===== src/rtl/param_reg_bank_pkg.sv =====
// Shared types and the per-register next-state arithmetic for the parametrised register bank.
package param_reg_bank_pkg;

    localparam int MAX_W = 32;

    localparam logic [1:0] FS_CLEAR = 2'b00;
    localparam logic [1:0] FS_LOAD  = 2'b01;
    localparam logic [1:0] FS_INC   = 2'b10;
    localparam logic [1:0] FS_DEC   = 2'b11;

    typedef struct packed {
        logic [MAX_W-1:0] val;
        logic             carry;
        logic             borrow;
    } next_t;

    // Values are carried at MAX_W bits; only the low 'width' bits are meaningful.
    function automatic next_t next_val(
        input logic [MAX_W-1:0] cur,
        input logic [1:0]       fs,
        input logic [MAX_W-1:0] din,
        input logic             sat,
        input int unsigned      width
    );
        next_t            res;
        logic [MAX_W-1:0] top;
        top        = (width >= 32'd32) ? {MAX_W{1'b1}} : ((32'd1 << width) - 32'd1);
        res.val    = cur;
        res.carry  = 1'b0;
        res.borrow = 1'b0;
        case (fs)
            FS_CLEAR: res.val = {MAX_W{1'b0}};
            FS_LOAD:  res.val = din & top;
            FS_INC: begin
                if (cur == top) begin
                    res.carry = 1'b1;
                    res.val   = sat ? top : {MAX_W{1'b0}};
                end else begin
                    res.val = cur + 32'd1;
                end
            end
            FS_DEC: begin
                if (cur == {MAX_W{1'b0}}) begin
                    res.borrow = 1'b1;
                    res.val    = sat ? {MAX_W{1'b0}} : top;
                end else begin
                    res.val = cur - 32'd1;
                end
            end
            default: res.val = cur;
        endcase
        return res;
    endfunction

endpackage


===== src/rtl/param_reg_bank_if.sv =====
// Control/data bus of the register bank; the master drives selects and data, the slave returns reads and flags.
interface param_reg_bank_if
    import param_reg_bank_pkg::*;
#(
    parameter int WIDTH    = 8,
    parameter int NUM_REGS = 8,
    parameter int SEL_W    = $clog2(NUM_REGS)
);

    logic [1:0]          FunSel;
    logic [NUM_REGS-1:0] RegSel;
    logic [WIDTH-1:0]    DataIn;
    logic [SEL_W-1:0]    OutASel;
    logic [SEL_W-1:0]    OutBSel;
    logic                FlagClr;
    logic [WIDTH-1:0]    OutA;
    logic [WIDTH-1:0]    OutB;
    logic [NUM_REGS-1:0] CarryFlags;
    logic [NUM_REGS-1:0] BorrowFlags;
    logic [NUM_REGS-1:0] ZeroFlags;

    modport master (
        output FunSel, RegSel, DataIn, OutASel, OutBSel, FlagClr,
        input  OutA, OutB, CarryFlags, BorrowFlags, ZeroFlags
    );

    modport slave (
        input  FunSel, RegSel, DataIn, OutASel, OutBSel, FlagClr,
        output OutA, OutB, CarryFlags, BorrowFlags, ZeroFlags
    );

endinterface


===== src/rtl/param_reg_bank_reg_cell.sv =====
// One bank register with its sticky carry/borrow flags; exposes its next state for read bypass.
module reg_cell
    import param_reg_bank_pkg::*;
#(
    parameter int WIDTH    = 8,
    parameter bit SATURATE = 1'b0
) (
    input  logic             Clock,
    input  logic             Reset,
    input  logic             we,
    input  logic [1:0]       fun_sel,
    input  logic [WIDTH-1:0] data_in,
    input  logic             flag_clr,
    output logic [WIDTH-1:0] val,
    output logic [WIDTH-1:0] val_next,
    output logic             carry,
    output logic             borrow
);

    logic [WIDTH-1:0] val_q;
    logic [WIDTH-1:0] val_d;
    logic             carry_q;
    logic             carry_d;
    logic             borrow_q;
    logic             borrow_d;
    logic [MAX_W-1:0] cur_ext_s;
    logic [MAX_W-1:0] din_ext_s;
    next_t            nv_s;
    logic             unused_nv_s;

    // Widen to the package arithmetic width and evaluate the selected function.
    always_comb begin
        cur_ext_s              = {MAX_W{1'b0}};
        din_ext_s              = {MAX_W{1'b0}};
        cur_ext_s[WIDTH-1:0]   = val_q;
        din_ext_s[WIDTH-1:0]   = data_in;
        nv_s                   = next_val(cur_ext_s, fun_sel, din_ext_s, SATURATE, WIDTH);
        unused_nv_s            = ^nv_s.val;
    end

    // Next state: reset dominates; a new overflow event beats a same-cycle flag clear.
    always_comb begin
        val_d    = val_q;
        carry_d  = carry_q;
        borrow_d = borrow_q;
        if (!Reset) begin
            val_d    = {WIDTH{1'b0}};
            carry_d  = 1'b0;
            borrow_d = 1'b0;
        end else begin
            if (we) begin
                val_d = nv_s.val[WIDTH-1:0];
            end else begin
                val_d = val_q;
            end
            carry_d  = (we & nv_s.carry)  | (carry_q  & ~flag_clr);
            borrow_d = (we & nv_s.borrow) | (borrow_q & ~flag_clr);
        end
    end

    // State register.
    always_ff @(posedge Clock) begin
        val_q    <= val_d;
        carry_q  <= carry_d;
        borrow_q <= borrow_d;
    end

    assign val      = val_q;
    assign val_next = val_d;
    assign carry    = carry_q;
    assign borrow   = borrow_q;

endmodule


===== src/rtl/param_reg_bank.sv =====
// Parametrised register bank feeding the ALU A/B inputs: NUM_REGS cells, two read ports, optional bypass.
module param_reg_bank
    import param_reg_bank_pkg::*;
#(
    parameter int WIDTH    = 8,
    parameter int NUM_REGS = 8,
    parameter int SEL_W    = $clog2(NUM_REGS),
    parameter int SATURATE = 0,
    parameter int BYPASS   = 0
) (
    input  logic             Clock,
    input  logic             Reset,
    param_reg_bank_if.slave  bus
);

    logic [WIDTH-1:0]    cur_s [NUM_REGS];
    logic [WIDTH-1:0]    nxt_s [NUM_REGS];
    logic [NUM_REGS-1:0] carry_s;
    logic [NUM_REGS-1:0] borrow_s;
    logic [NUM_REGS-1:0] zero_s;
    logic [WIDTH-1:0]    out_a_s;
    logic [WIDTH-1:0]    out_b_s;

    for (genvar gi = 0; gi < NUM_REGS; gi++) begin : g_cell
        reg_cell #(
            .WIDTH    (WIDTH),
            .SATURATE (SATURATE != 0)
        ) u_cell (
            .Clock    (Clock),
            .Reset    (Reset),
            .we       (bus.RegSel[gi]),
            .fun_sel  (bus.FunSel),
            .data_in  (bus.DataIn),
            .flag_clr (bus.FlagClr),
            .val      (cur_s[gi]),
            .val_next (nxt_s[gi]),
            .carry    (carry_s[gi]),
            .borrow   (borrow_s[gi])
        );
    end

    // Read port A; out-of-range selects read as zero, bypass shows the value being written.
    always_comb begin
        out_a_s = {WIDTH{1'b0}};
        if (32'(bus.OutASel) < NUM_REGS) begin
            if ((BYPASS != 0) && bus.RegSel[bus.OutASel]) begin
                out_a_s = nxt_s[bus.OutASel];
            end else begin
                out_a_s = cur_s[bus.OutASel];
            end
        end else begin
            out_a_s = {WIDTH{1'b0}};
        end
    end

    // Read port B, identical policy to port A.
    always_comb begin
        out_b_s = {WIDTH{1'b0}};
        if (32'(bus.OutBSel) < NUM_REGS) begin
            if ((BYPASS != 0) && bus.RegSel[bus.OutBSel]) begin
                out_b_s = nxt_s[bus.OutBSel];
            end else begin
                out_b_s = cur_s[bus.OutBSel];
            end
        end else begin
            out_b_s = {WIDTH{1'b0}};
        end
    end

    // Zero flags always reflect stored contents, never the bypassed value.
    always_comb begin
        zero_s = {NUM_REGS{1'b0}};
        for (int i = 0; i < NUM_REGS; i++) begin
            zero_s[i] = (cur_s[i] == {WIDTH{1'b0}});
        end
    end

    assign bus.OutA        = out_a_s;
    assign bus.OutB        = out_b_s;
    assign bus.CarryFlags  = carry_s;
    assign bus.BorrowFlags = borrow_s;
    assign bus.ZeroFlags   = zero_s;

endmodule


===== src/flat_wrapper.sv =====
// flat-port wrapper written by rule: the top's interface ports become plain ports
module param_reg_bank_flat import param_reg_bank_pkg::*;
#(
    parameter int WIDTH    = 8,
    parameter int NUM_REGS = 8,
    parameter int SEL_W    = $clog2(NUM_REGS),
    parameter int SATURATE = 0,
    parameter int BYPASS   = 0
)
  (Clock, Reset, bus_FunSel, bus_RegSel, bus_DataIn, bus_OutASel, bus_OutBSel, bus_FlagClr, bus_OutA, bus_OutB, bus_CarryFlags, bus_BorrowFlags, bus_ZeroFlags);
  param_reg_bank_if #(.WIDTH(WIDTH), .NUM_REGS(NUM_REGS), .SEL_W(SEL_W)) bus_i ();
  input  logic Clock;
  input  logic Reset;
  input wire logic [$bits(bus_i.FunSel)-1:0] bus_FunSel;
  input wire logic [$bits(bus_i.RegSel)-1:0] bus_RegSel;
  input wire logic [$bits(bus_i.DataIn)-1:0] bus_DataIn;
  input wire logic [$bits(bus_i.OutASel)-1:0] bus_OutASel;
  input wire logic [$bits(bus_i.OutBSel)-1:0] bus_OutBSel;
  input wire logic [$bits(bus_i.FlagClr)-1:0] bus_FlagClr;
  output wire logic [$bits(bus_i.OutA)-1:0] bus_OutA;
  output wire logic [$bits(bus_i.OutB)-1:0] bus_OutB;
  output wire logic [$bits(bus_i.CarryFlags)-1:0] bus_CarryFlags;
  output wire logic [$bits(bus_i.BorrowFlags)-1:0] bus_BorrowFlags;
  output wire logic [$bits(bus_i.ZeroFlags)-1:0] bus_ZeroFlags;
  assign bus_i.FunSel = bus_FunSel;
  assign bus_i.RegSel = bus_RegSel;
  assign bus_i.DataIn = bus_DataIn;
  assign bus_i.OutASel = bus_OutASel;
  assign bus_i.OutBSel = bus_OutBSel;
  assign bus_i.FlagClr = bus_FlagClr;
  assign bus_OutA = bus_i.OutA;
  assign bus_OutB = bus_i.OutB;
  assign bus_CarryFlags = bus_i.CarryFlags;
  assign bus_BorrowFlags = bus_i.BorrowFlags;
  assign bus_ZeroFlags = bus_i.ZeroFlags;
  param_reg_bank #(.WIDTH(WIDTH), .NUM_REGS(NUM_REGS), .SEL_W(SEL_W), .SATURATE(SATURATE), .BYPASS(BYPASS)) u_core (.Clock(Clock), .Reset(Reset), .bus(bus_i));
endmodule

===== config.mk =====
export PLATFORM = sky130hd
export DESIGN_NAME = param_reg_bank_flat
export DESIGN_NICKNAME = d
export VERILOG_FILES = /design/src/rtl/param_reg_bank_pkg.sv /design/src/rtl/param_reg_bank_if.sv /design/src/rtl/param_reg_bank_reg_cell.sv /design/src/rtl/param_reg_bank.sv /design/src/flat_wrapper.sv
export SDC_FILE = /design/constraint.sdc
export NUM_CORES = 1
export LEC_CHECK = 0
export BUFFER_PORTS_ARGS = -buffer_cell sky130_fd_sc_hd__buf_2
export CORE_ASPECT_RATIO = 0.75
export CORE_MARGIN = 2
export CORE_UTILIZATION = 41
export CTS_CLUSTER_DIAMETER = 100
export DETAILED_ROUTE_END_ITERATION = 12
export PLACE_DENSITY = 0.55
export SLEW_MARGIN = 20
export SYNTH_ARGS = -nofsm -noshare
export SYNTH_HDL_FRONTEND = slang
export SYNTH_HIERARCHICAL = 1
export SYNTH_SLANG_ARGS = --single-unit

===== constraint.sdc =====
create_clock -name Clock -period 4.8 [get_ports Clock]
set_clock_uncertainty 0.1 [all_clocks]
set_input_delay 0.24 -clock Clock [delete_from_list [all_inputs] [get_ports Clock]]
set_output_delay 0.24 -clock Clock [all_outputs]
set_load 0.02 [all_outputs]

== Word level (Yosys, flattened, before mapping) ==
Cells that the tools add are included.
Word-level totals
  register bits after elaboration: 80
  input port bits: 27
  output and inout port bits: 40
  word-level logic and storage cells: 175
Cells by class
  $add $sub $neg: 16
  $lt $le $gt $ge: 2
  equality and inequality tests: 11
  mux-type cells: 62
  bitwise gates (word level): 51
  reduce and logical (&&, ||, !) cells: 9
Operators by type and width (count)
  8-bit one-hot mux with 4 select lines: 8
  8-bit 2-to-1 mux: 20
  8-bit by 1-bit adder with 8-bit output (second input constant): 8
  8-bit equality test (second input constant): 8
  8-bit logical NOT: 8
  8-bit by 1-bit subtractor with 8-bit output (second input constant): 8
  8-bit binary-select mux with 3-bit select: 2
  1-bit bitwise AND: 32
  1-bit 2-to-1 mux: 32
  1-bit OR: 16
  4-bit >= comparator (second input constant): 2
  3-bit inverter with 4-bit output: 2
  2-bit equality test (second input constant): 2
  2-bit by 1-bit equality test with 1-bit output (second input constant): 1
  2-bit logical NOT: 1
  1-bit inverter: 1

== Longest topological paths before layout ==
  depth in word-level cells: 5
  mapped depth: 6
  mapped depth without buffers: 6

== By module ==
The synthesis kept the hierarchy.
Modules (own cells, without submodules)
  reg_cell at u_core.g_cell[1].u_cell ...: times used 4, cells an instance 109, area each 883.3 µm², sequential area each 200.2 µm²
  reg_cell at u_core.g_cell[5].u_cell ...: times used 3, cells an instance 110, area each 888.4 µm², sequential area each 200.2 µm²
  param_reg_bank: times used 1, cells an instance 82, area each 1251.2 µm², sequential area each 0.0 µm²
  reg_cell at u_core.g_cell[0].u_cell: times used 1, cells an instance 110, area each 889.6 µm², sequential area each 200.2 µm²

== Least setup slack after synthesis ==
OpenSTA, ideal clock, no wires.
  kind: register to register
  from: register u_core.g_cell[2].u_cell.val_q[4]
  to: register u_core.g_cell[2].u_cell.val_q[3]
  setup time: 79 ps
  arrival time: 1679 ps
  required time: 4621 ps
  slack: 2941 ps
  cell stages (with the launch flop): 6
  buffers on the path: 1
  clock period less this slack: 1859 ps
  cell sequence: dfxtp_1 buf_6 or4_4 o41ai_4 a221oi_2 a211oi_2
On the way
  longest elaborated chain between the ends: 3
  elaborated cells between the ends (all ways): 5
  those cells by class: eq/ne: 1; mux: 3; reduce/logical: 1
RTL lines
  start, declared: line param_reg_bank_reg_cell.sv:20  | logic [WIDTH-1:0] val_q;
  start signal, assigned: line param_reg_bank_reg_cell.sv:63  | val_q <= val_d;
  8-bit equality test / 8-bit logical NOT (equally long branches): line param_reg_bank_pkg.sv:35, param_reg_bank_pkg.sv:43
  8-bit 2-to-1 mux, on equally long branches: line param_reg_bank_pkg.sv:35, param_reg_bank_pkg.sv:43
  8-bit one-hot mux with 4 select lines (*): line param_reg_bank_pkg.sv:31  | case (fs)
Every way passes the cells marked *; elsewhere a longest branch is shown, timed or not.
A chain may end at the register's enable or synchronous reset.

== Worst setup path in the final report ==
  from: register u_core.g_cell[0].u_cell.val_q[3]
  to: output port bus_OutB[3]
On the way
  longest elaborated chain between the ends: 3
RTL lines
  start, declared: line param_reg_bank_reg_cell.sv:20
  start signal, assigned: line param_reg_bank_reg_cell.sv:63
  8-bit binary-select mux with 3-bit select: line param_reg_bank.sv:63  | out_b_s = cur_s[bus.OutBSel];
  8-bit 2-to-1 mux (not written as such) (2 in a row): line param_reg_bank.sv:63
  end, declared: line flat_wrapper.sv:21  | output wire logic [$bits(bus_i.OutB)-1:0] bus_OutB;
Every way passes these cells. The select of a mux whose other input is x is not followed.

==> results_dict.tcl <==
set metrics [dict create \
    multi_input_area_mm2 0.00610 \
    hold_path_class "input port to flop" \
    die_area_mm2 0.0215 \
    rr_endpoint "u_core/g_cell[4].u_cell/val[3]$_DFF_P_" \
    utilization 0.439 \
    cp.required_ns 4.46 \
    p_per_area_mw_per_mm2 252 \
    whs_ns 0.172 \
    die_x_um 169 \
    cp-start-kind "flop" \
    period_share 0.479 \
    finalMaxSlewViolations 0 \
    die_y_um 128 \
    yosysWarnings 6 \
    ys_async_sr_fraction 0 \
    place_inst 1197 \
    clkSinkCount 80 \
    reg2regPathDepth 4 \
    setup-tns-final_ns 0 \
    p_clk_frac 0.299 \
    seq_power_share 0.380 \
    slew-limit-headroom 0.418 \
    setup_viol 0 \
    core_area_mm2 0.0201 \
    syn-cell-area_mm2 0.00834 \
    boundaryPins 67 \
    fin_crit_ns 2.30 \
    gp_congestion 0.823 \
    first_global_vias 6806 \
    layoutNonFillerInstCount 1210 \
    end_kind "output pin" \
    internal-power_mw 1.39 \
    yosysSeqAreaShare 0.192 \
    clock_path_buffers 2 \
    drc_errors 0 \
    htreeDepth 3 \
    worst_ep_arrival_time_ns 1.96 \
    min_from "bus_RegSel[4]" \
    drt_iter0_markers 941 \
    r2r_setup_slack_ns 2.68 \
    layout-drive-gt1-share 0.171 \
    fin_nets 1001 \
    n_fill_cell 1971 \
    synthDistinctLibCells 61 \
    cts.clk_slew.worst_paths_ns 0.06 \
    ys_ff_latch 80 \
    p_switching_mw 0.840 \
    numCtsBuffers 9 \
    path_class "flop to output pin" \
    grt_first_pass_wirelength_um 41200 \
    io_buffers 66 \
    p_comb_frac 0.321 \
    maxCapViolCount 0 \
    power.share.switching 0.377 \
    start_util 0.415 \
    drt-total-wl_um 26500 \
    max_slew.worst_pin.slew_ns 0.873 \
    ant_nets 0 \
    viasPerCell 6.55 \
    ys.flop_type "dfxtp_1" \
    status "completed" \
    vias 7920 \
    dp_hpwl_um 17800 \
    holdPathStages 2 \
    postCtsHoldBufs 0 \
    detailedRoute.firstPassIterationCount 5 \
    hold_violations 0 \
    root_buffer "clkbuf_16" \
    grt_usage 0.245 \
    p_leak_nw 3.43 \
    grt_max_degree 98 \
    synthCells 958 \
    cp_max_fo 16 \
    rsz0062_at_grt "false" \
    rr_startpoint "u_core/g_cell[4].u_cell/val[3]$_DFF_P_" \
    wl_per_cell_um 21.9 \
    design_power_total_mw 2.23 \
    regArea_mm2 0.00160 \
    vdd_drop_max_v 0.000152 \
    num_rows 45 \
    grt_antenna_before_repair 0 \
    synth-edff-count 0 \
    tritoncts "built" \
    diodes 0 \
    max_freq_mhz 435 \
    insertion_delay_ns 0.36 \
    syn_nets 1009 \
    synth.avg_cell_area_um2 8.70 \
    post_cts_buffers 0 \
    overflow 0 \
    cts_resized 0 \
    area_delta_synth_final_pct 5.90 \
    min_to "u_core/g_cell[4].u_cell/val[0]$_DFF_P_" \
]
per-stage QoR:
step	setup slack (ns)	cell area (um^2)
6_report	2.50	8830
5_1_grt	2.44	8830
4_1_cts	2.49	8830
3_5_place_dp	2.50	8570
3_3_place_gp	2.54	8570
2_1_floorplan	2.94	8340
registers in the layout, summed over array words and instances, names as in the netlist:
name                         flops
u_core/g_cell.u_cell/borrow      8
u_core/g_cell.u_cell/carry       8
u_core/g_cell.u_cell/val        64
worst max-delay path by stage:
stage / start / endpoint
2_1_floorplan: u_core/g_cell[2].u_cell/val[4]$_DFF_P_ / u_core/g_cell[2].u_cell/val[3]$_DFF_P_
3_3_place_gp: bus_FunSel[1] / u_core/g_cell[4].u_cell/val[6]$_DFF_P_
3_5_place_dp: bus_FunSel[1] / u_core/g_cell[4].u_cell/val[6]$_DFF_P_
4_1_cts: u_core/g_cell[0].u_cell/val[3]$_DFF_P_ / bus_OutB[3]
5_1_grt: u_core/g_cell[0].u_cell/val[3]$_DFF_P_ / bus_OutB[3]
6_report: u_core/g_cell[0].u_cell/val[3]$_DFF_P_ / bus_OutB[3]
per-layer routing:
| metal | global-route usage | wire length (um) | up-vias |
|---|---|---|---|
| li1 | - | - | 3751 |
| met3 | 0.0341 | 1410 | 22 |
| met2 | 0.363 | 11700 | 280 |
| met4 | 0.0583 | 355 | 0 |
| met1 | 0.371 | 13100 | 3867 |
| met5 | 0 | 0 | - |
cells in the final DEF, fill, tap and decap left out, types with 8 or more instances in the layout:
master     instances
a211o_1           16
a211oi_1          19
a211oi_2           8
a21oi_1           34
a22oi_1           16
a31oi_1           34
a32oi_1            8
and3_1             9
and4b_1           16
buf_2             65
clkbuf_16          9
dfxtp_1           80
ha_1              24
inv_1             46
mux2_2            17
mux4_1            30
nand2_1           47
nand2b_1          31
nand3_1           21
nand4_1           17
nor2_1            28
nor2b_1           40
nor4_1            16
nor4_4             8
nor4bb_1           8
o211a_1            8
o211ai_1           8
o21ai_0           87
o21ai_1           17
o221ai_1           8
o31a_1             9
or3_1             17
or4_1             16
xnor2_1           19
xor2_1            13
cells in the mapped netlist (9+ instances only):
master	number	area (um^2)
a211o_1	16	140
a211oi_1	19	143
a21oi_1	34	170
a22oi_1	16	120
a31oi_1	34	213
and3_1	9	56.3
and4b_1	16	160
buf_1	9	33.8
buf_2	18	90.1
buf_6	9	101
clkbuf_1	48	180
dfxtp_1	80	1600
ha_1	24	300
inv_1	46	173
mux2_2	17	191
mux4_1	30	788
nand2_1	47	176
nand2b_1	31	194
nand3_1	21	105
nand4_1	17	106
nor2_1	28	105
nor2b_1	40	250
nor4_1	16	100
o21ai_0	87	435
o21ai_1	17	85.1
o31a_1	9	78.8
or3_1	17	106
or4_1	16	120
xnor2_1	19	166
xor2_1	13	114
worst max-delay path, stage by stage, from the launching register on:
cell     delay, ns
dfxtp_1       0.51
mux4_1        0.63
mux2_2        0.30
buf_2         0.16
cell families (layout without fill, tap and decap cells):
group / count (synthesis) / count (layout) / share of synthesized area
buffers and inverters: 135 / 129 / 0.0768
AND/OR/NAND/NOR: 307 / 307 / 0.241
flip-flops: 80 / 80 / 0.192
multiplexers: 56 / 56 / 0.131
AO/OA/AOI/OAI: 324 / 324 / 0.289
adder cells (fa/ha/maj): 24 / 24 / 0.0360
XOR/XNOR: 32 / 32 / 0.0336
final cells by class:
class,instances,share of cell area
inverter,46,0.0196
clock inverter,1,0.000567
tap,258,0.0366
timing repair buffer,70,0.0425
clock buffer,12,0.0290
multi-input combinational,743,0.690
sequential,80,0.181
power groups by stage:
stage / sequential, mW / combinational, mW / clock, mW
after floorplan: 0.775 / 0.600 / 0
after global placement: 0.856 / 0.704 / 0
after detailed placement: 0.857 / 0.705 / 0
after CTS: 0.841 / 0.709 / 0.681
after global routing: 0.858 / 0.774 / 0.705
final: 0.847 / 0.715 / 0.666
Note: power is estimated with default switching activity, not from simulation.
